File: src/rtl/sap_memory_unit_if.sv
// Bus, CPU memory-control and program-loader signals of the SAP memory unit.
// master = control block / loader side, slave = memory unit.
interface sap_memory_unit_if #(
  parameter int ADDR_W = 4,
  parameter int DATA_W = 8
);
  logic [DATA_W-1:0] bus_in;
  logic [DATA_W-1:0] bus_out;
  logic              bus_oe;
  logic              mar_addr_load_n;
  logic              mar_mem_load_n;
  logic              ram_en_n;
  logic              ram_load_n;
  logic [ADDR_W-1:0] mar_out;
  logic              prog_mode;
  logic              prog_valid;
  logic [DATA_W-1:0] prog_data;
  logic              prog_ready;
  logic [ADDR_W:0]   prog_count;
  logic              prog_done;
  logic              conflict_err;

  modport master (
    output bus_in, mar_addr_load_n, mar_mem_load_n, ram_en_n, ram_load_n,
           prog_mode, prog_valid, prog_data,
    input  bus_out, bus_oe, mar_out, prog_ready, prog_count, prog_done,
           conflict_err
  );

  modport slave (
    input  bus_in, mar_addr_load_n, mar_mem_load_n, ram_en_n, ram_load_n,
           prog_mode, prog_valid, prog_data,
    output bus_out, bus_oe, mar_out, prog_ready, prog_count, prog_done,
           conflict_err
  );
endinterface

File: src/rtl/sap_memory_unit.sv
// SAP memory unit: memory address register plus DEPTH x DATA_W RAM on the
// shared bus, with a byte-serial valid/ready program loader.
module sap_memory_unit #(
  parameter int ADDR_W = 4,
  parameter int DATA_W = 8
) (
  input  logic                 clk,
  input  logic                 rst_n,
  sap_memory_unit_if.slave     bus
);
  localparam int unsigned DEPTH = 2 ** ADDR_W;

  typedef enum logic [1:0] {
    ST_IDLE,
    ST_LOAD,
    ST_DONE
  } state_e;

  state_e            state_q, state_d;
  logic [ADDR_W-1:0] mar_q, mar_d;
  logic [DATA_W-1:0] ram_q [DEPTH];
  logic [DATA_W-1:0] ram_d [DEPTH];
  logic [ADDR_W:0]   prog_count_q, prog_count_d;
  logic              conflict_q, conflict_d;

  logic              cpu_active;
  logic              cpu_read;
  logic              cpu_write;
  logic              prog_accept;
  logic [DATA_W-1:0] rd_data;

  // CPU control decode; prog_mode masks every CPU control input
  always_comb begin
    cpu_active  = !bus.prog_mode;
    rd_data     = ram_q[mar_q];
    cpu_read    = cpu_active && !bus.ram_en_n;
    // a simultaneous read suppresses the write
    cpu_write   = cpu_active && !bus.ram_load_n && bus.ram_en_n;
    prog_accept = (state_q == ST_LOAD) && bus.prog_mode && bus.prog_valid;
  end

  // Loader FSM next state and byte counter
  always_comb begin
    state_d      = state_q;
    prog_count_d = prog_count_q;
    case (state_q)
      ST_IDLE: begin
        if (bus.prog_mode) begin
          state_d      = ST_LOAD;
          prog_count_d = '0;
        end
      end
      ST_LOAD: begin
        if (!bus.prog_mode) begin
          state_d = ST_IDLE;
        end else if (prog_accept) begin
          prog_count_d = prog_count_q + (ADDR_W+1)'(1);
          if (prog_count_q == (ADDR_W+1)'(DEPTH - 1)) state_d = ST_DONE;
        end
      end
      ST_DONE: begin
        if (!bus.prog_mode) state_d = ST_IDLE;
      end
      default: state_d = ST_IDLE;
    endcase
  end

  // RAM write port: loader and CPU writes are mutually exclusive via prog_mode
  always_comb begin
    ram_d = ram_q;
    if (prog_accept) begin
      ram_d[prog_count_q[ADDR_W-1:0]] = bus.prog_data;
    end else if (cpu_write) begin
      ram_d[mar_q] = bus.bus_in;
    end
  end

  // MAR update and sticky read/write conflict flag
  always_comb begin
    mar_d      = mar_q;
    conflict_d = conflict_q;
    // leaving the loader (FSM not idle, prog_mode dropped) restarts execution at 0
    if (state_q != ST_IDLE && !bus.prog_mode) begin
      mar_d = '0;
    end else if (cpu_active) begin
      if (!bus.mar_addr_load_n)     mar_d = bus.bus_in[ADDR_W-1:0];
      else if (!bus.mar_mem_load_n) mar_d = rd_data[ADDR_W-1:0];
    end
    if (cpu_active && !bus.ram_en_n && !bus.ram_load_n) conflict_d = 1'b1;
  end

  // State registers with synchronous active-low reset
  always_ff @(posedge clk) begin
    if (!rst_n) begin
      state_q      <= ST_IDLE;
      mar_q        <= '0;
      prog_count_q <= '0;
      conflict_q   <= 1'b0;
      for (int unsigned i = 0; i < DEPTH; i++) ram_q[i] <= '0;
    end else begin
      state_q      <= state_d;
      mar_q        <= mar_d;
      prog_count_q <= prog_count_d;
      conflict_q   <= conflict_d;
      ram_q        <= ram_d;
    end
  end

  assign bus.bus_oe       = cpu_read;
  assign bus.bus_out      = cpu_read ? rd_data : '0;
  assign bus.mar_out      = mar_q;
  assign bus.prog_ready   = (state_q == ST_LOAD) && bus.prog_mode;
  assign bus.prog_count   = prog_count_q;
  assign bus.prog_done    = (state_q == ST_DONE);
  assign bus.conflict_err = conflict_q;
endmodule

File: src/flat_wrapper.sv
// flat-port wrapper written by rule: the top's interface ports become plain ports
module sap_memory_unit_flat 
#(
  parameter int ADDR_W = 4,
  parameter int DATA_W = 8
)
  (clk, rst_n, bus_bus_in, bus_mar_addr_load_n, bus_mar_mem_load_n, bus_ram_en_n, bus_ram_load_n, bus_prog_mode, bus_prog_valid, bus_prog_data, bus_bus_out, bus_bus_oe, bus_mar_out, bus_prog_ready, bus_prog_count, bus_prog_done, bus_conflict_err);
  sap_memory_unit_if #(.ADDR_W(ADDR_W), .DATA_W(DATA_W)) bus_i ();
  input  logic clk;
  input  logic rst_n;
  input wire logic [$bits(bus_i.bus_in)-1:0] bus_bus_in;
  input wire logic [$bits(bus_i.mar_addr_load_n)-1:0] bus_mar_addr_load_n;
  input wire logic [$bits(bus_i.mar_mem_load_n)-1:0] bus_mar_mem_load_n;
  input wire logic [$bits(bus_i.ram_en_n)-1:0] bus_ram_en_n;
  input wire logic [$bits(bus_i.ram_load_n)-1:0] bus_ram_load_n;
  input wire logic [$bits(bus_i.prog_mode)-1:0] bus_prog_mode;
  input wire logic [$bits(bus_i.prog_valid)-1:0] bus_prog_valid;
  input wire logic [$bits(bus_i.prog_data)-1:0] bus_prog_data;
  output wire logic [$bits(bus_i.bus_out)-1:0] bus_bus_out;
  output wire logic [$bits(bus_i.bus_oe)-1:0] bus_bus_oe;
  output wire logic [$bits(bus_i.mar_out)-1:0] bus_mar_out;
  output wire logic [$bits(bus_i.prog_ready)-1:0] bus_prog_ready;
  output wire logic [$bits(bus_i.prog_count)-1:0] bus_prog_count;
  output wire logic [$bits(bus_i.prog_done)-1:0] bus_prog_done;
  output wire logic [$bits(bus_i.conflict_err)-1:0] bus_conflict_err;
  assign bus_i.bus_in = bus_bus_in;
  assign bus_i.mar_addr_load_n = bus_mar_addr_load_n;
  assign bus_i.mar_mem_load_n = bus_mar_mem_load_n;
  assign bus_i.ram_en_n = bus_ram_en_n;
  assign bus_i.ram_load_n = bus_ram_load_n;
  assign bus_i.prog_mode = bus_prog_mode;
  assign bus_i.prog_valid = bus_prog_valid;
  assign bus_i.prog_data = bus_prog_data;
  assign bus_bus_out = bus_i.bus_out;
  assign bus_bus_oe = bus_i.bus_oe;
  assign bus_mar_out = bus_i.mar_out;
  assign bus_prog_ready = bus_i.prog_ready;
  assign bus_prog_count = bus_i.prog_count;
  assign bus_prog_done = bus_i.prog_done;
  assign bus_conflict_err = bus_i.conflict_err;
  sap_memory_unit #(.ADDR_W(ADDR_W), .DATA_W(DATA_W)) u_core (.clk(clk), .rst_n(rst_n), .bus(bus_i));
endmodule
File: config.mk
export PLATFORM = sky130hd
export DESIGN_NAME = sap_memory_unit_flat
export DESIGN_NICKNAME = d
export VERILOG_FILES = /design/src/rtl/sap_memory_unit_if.sv /design/src/rtl/sap_memory_unit.sv /design/src/flat_wrapper.sv
export SDC_FILE = /design/constraint.sdc
export NUM_CORES = 1
export LEC_CHECK = 0
export CORE_MARGIN = 5
export CORE_UTILIZATION = 45
export CTS_BUF_LIST = sky130_fd_sc_hd__clkbuf_8
export CTS_CLUSTER_DIAMETER = 80
export CTS_CLUSTER_SIZE = 28
export DETAILED_ROUTE_END_ITERATION = 7
export PLACE_DENSITY = 0.61
export REMOVE_ABC_BUFFERS = 1
export SYNTH_ARGS = -nofsm -noshare
export SYNTH_HDL_FRONTEND = slang
export SYNTH_SLANG_ARGS = --single-unit
File: constraint.sdc
create_clock -name clk -period 4.95 [get_ports clk]
set_clock_uncertainty 0.05 [all_clocks]
set_input_delay 0.99 -clock clk [delete_from_list [all_inputs] [get_ports clk]]
set_output_delay 0.99 -clock clk [all_outputs]
set_load 0.02 [all_outputs]
==> flow_summary.toml <==
[outcome]
status = "finished clean"

[critical_path]
critical_path_peak_fanout = 27
critPathKind = "flip-flop to output port"
crit_required_ns = 3.91
crit_arrival_ns = 3.31
setup.worst_path.end_class = "output port"
startpoint_type = "flip-flop"

[timing]
maxSlewViolCount = 0
timing.max_slew.rel_slack_pct = 25.2
fmax_ghz = 0.230
grt_setup_unrepaired = "false"
post_route_clock_period_utilization_pct = 87.9
timing.final.hold_violations = 0
final.hold.worst_slack_ns = 0.420
final.min_clock_period_ns = 4.35
slew_at_the_pin_closest_to_its_max_slew_limit_ns = 1.12
tns_ns = 0
report.final.setup_viol = 0

[yosys]
yosysUniqueCellTypes = 56
ys_seq_area_share_pct = 36.2
syn_area_per_cell_um2 = 8.65
post_synth_main_area_contributors = "dfxtp_1 36%, nand3_1 13%, mux4_2 9.0%, a21oi_1 5.0%, a22oi_1 4.1%"
synth_async_sr_flop_share_pct = 0
synth_ff_type = "dfxtp_1"
synth_top_area_share_pct = 36.2
yosysMostFrequentCell = "nand3_1"
ys.warnings.count = 0
ys_seq_elements = 140
synth.cell_area_um2 = 7740
synth_enable_flop_cells = 0
yosysTopAreaCell = "dfxtp_1"
synth.top_cells.by_count = "197 x nand3_1, 140 x dfxtp_1, 78 x a21oi_1"
synthesis.instances = 895

[drt]
drt-initial-drc-count = 1305
detail_route.wirelength_um = 30100
post-route-drc-count = 0
vias_per_cell = 7.14
dr_total_vias = 7956
wl_per_cell_um = 27.0
antenna_violating_nets_post_route = 0
drt_pre_antenna_iters = 8

[power]
p_leak_nw = 2.56
power-per-cell-area_nw_per_um2 = 292
power.switching_fraction_pct = 25.3
share_seq_of_total_power_pct = 45.4
power.share.combinational_pct = 8.2
power_w = 0.00254
switchingPower_w = 0.000643
clockPowerShare_pct = 46.3
cell_int_power_w = 0.00190
vdd.ir_drop.worst_v = 0.000233

[die]
area_of_the_placeable_core_um2 = 17100
io_pins = 45
die-area_um2 = 19900
die-height_um = 141
row_count = 48
chipWidth_um = 141
initial_utilization_pct = 45.4

[clocking]
cts_sinks = 140
tritoncts = "yes"
clock_tree.htree_level_count = 4
postCtsResizedCells = 0
cts_made_buffers = 17
clkTransAtPathRegs_ns = 0.08
clock_latency_ns = 0.46
ctsLongestPathBuffers = 2
ctsHoldBuffers = 0
clockRootBuffer = "clkbuf_8"
postCtsSetupRepairBufs = 0

[global_routing]
number_of_global_route_vias_before_repair = 7538
grt_antenna_before_repair = 0
maximum_number_of_pins_on_one_net_before_global_route_repair = 73
overflow = 0
grt_first_pass_wirelength_um = 45300
overall_fraction_of_global_route_tracks_in_use_pct = 29.8

[finish]
proportion_of_layout_cells_with_a_drive_suffix_above_1_pct = 11.2
final_antenna_diode_count = 0
fin_nets = 906
flow.area_growth_from_synthesis_pct = 12.4

[run]
cap_viol_max_count = 0

[place]
place.detailed.hpwl_um = 19400
routabilityCongestion = 0.924
place.port_buffers = 44

[worst_hold_path]
hold_path.class = "flip-flop to flip-flop"
[cells in the final DEF, fill, tap and decap left out, drive strengths merged, types with 5 or more instances in the layout]
cell / Yosys / layout
clkbuf: 63 / 17
clkdlybuf4s50: 0 / 44
a21oi: 78 / 78
a2bb2oi: 8 / 8
inv: 9 / 10
nand2: 28 / 28
nor2b: 8 / 8
mux4: 31 / 31
nand4: 9 / 9
ha: 5 / 5
a22oi: 42 / 42
a32oi: 30 / 30
nor3: 19 / 19
nand3: 197 / 197
nor2: 29 / 29
buf: 38 / 20
a221oi: 7 / 7
mux2i: 17 / 17
a221o: 8 / 8
o22ai: 7 / 7
a311oi: 16 / 16
and3: 16 / 16
dfxtp: 140 / 140
o21ai: 5 / 5
and2: 17 / 17
bufinv: 0 / 7
a31oi: 27 / 27
[layer usage]
layer	vias up	part of all wire (%)	track usage (%)	wire length, um
met5	-	0	0	0
met4	0	4.7	13.4	1420
met3	97	12	9.26	3690
met2	595	45	44.7	13500
met1	3815	38	39.4	11500
li1	3449	-	-	-
[cells by family after synthesis]
family / count (synthesis) / synth area share, %
AO/OA/AOI/OAI: 242 / 21.7
adder cells (fa/ha/maj): 5 / 0.808
buffers and inverters: 110 / 5.93
flip-flops: 140 / 36.2
multiplexers: 50 / 11.5
AND/OR/NAND/NOR: 348 / 23.9
[per-stage QoR]
stage / setup WS, ns / area (um^2) / util (%) / cells
after CTS: 0.565 / 8700 / 51.0 / 1115
after global routing: 0.450 / 8700 / 51.0 / 1115
after detailed placement: 0.811 / 8200 / 48.1 / 1083
after global placement: 0.832 / 8200 / 48.1 / 1083
after floorplan: 0.813 / 7310 / - / 794
final: 0.598 / 8700 / 51.0 / 1115
[power by group through the flow]
| stage | Combinational, W | Sequential, W | Clock [W] |
|---|---|---|---|
| 3_3_place_gp | 0.000197 | 0.00118 | 0 |
| 4_1_cts | 0.000200 | 0.00115 | 0.00119 |
| 2_1_floorplan | 0.0000794 | 0.00118 | 0 |
| 3_5_place_dp | 0.000199 | 0.00118 | 0 |
| 6_report | 0.000209 | 0.00116 | 0.00118 |
| 5_1_grt | 0.000214 | 0.00116 | 0.00125 |
[worst paths after layout]
kind	start	end	slack, ns	cells after the start
worst max-delay path	u_core.bus.mar_out[1]$_SDFFE_PP0P_	bus_bus_out[1]	0.60	5
worst max register to register	u_core.bus.mar_out[0]$_SDFFE_PP0P_	u_core.ram_q[86]$_SDFFE_PN0P_	2.11	5
worst min register to register	u_core.ram_q[44]$_SDFFE_PN0P_	u_core.ram_q[44]$_SDFFE_PN0P_	0.42	2
worst min-delay path	u_core.ram_q[44]$_SDFFE_PN0P_	u_core.ram_q[44]$_SDFFE_PN0P_	0.42	2
[critical path: stages, from the launching register on]
cell             delay (ns)
dfxtp_2                0.96
buf_4                  0.38
mux4_2                 0.56
mux2i_1                0.25
o22ai_1                0.13
clkdlybuf4s50_1        0.56
[sequential cells by signal, summed over array words and instances (netlist names)]
signal,cells
u_core.ram_q,128
u_core.bus.prog_count,5
u_core.bus.mar_out,4
u_core.state_q,2
u_core.bus.conflict_err,1
[cell type report]
| type | instances | area (um^2) |
|---|---|---|
| Clock inverter | 15 | 270 |
| Timing Repair Buffer | 64 | 591 |
| Multi-Input combinational cell | 645 | 4490 |
| Sequential cell | 140 | 2810 |
| Inverter | 9 | 35.0 |
| Fill cell | 1644 | 8350 |
| Clock buffer | 17 | 234 |
| Tap cell | 225 | 282 |
(Power assumes the default switching activity.)
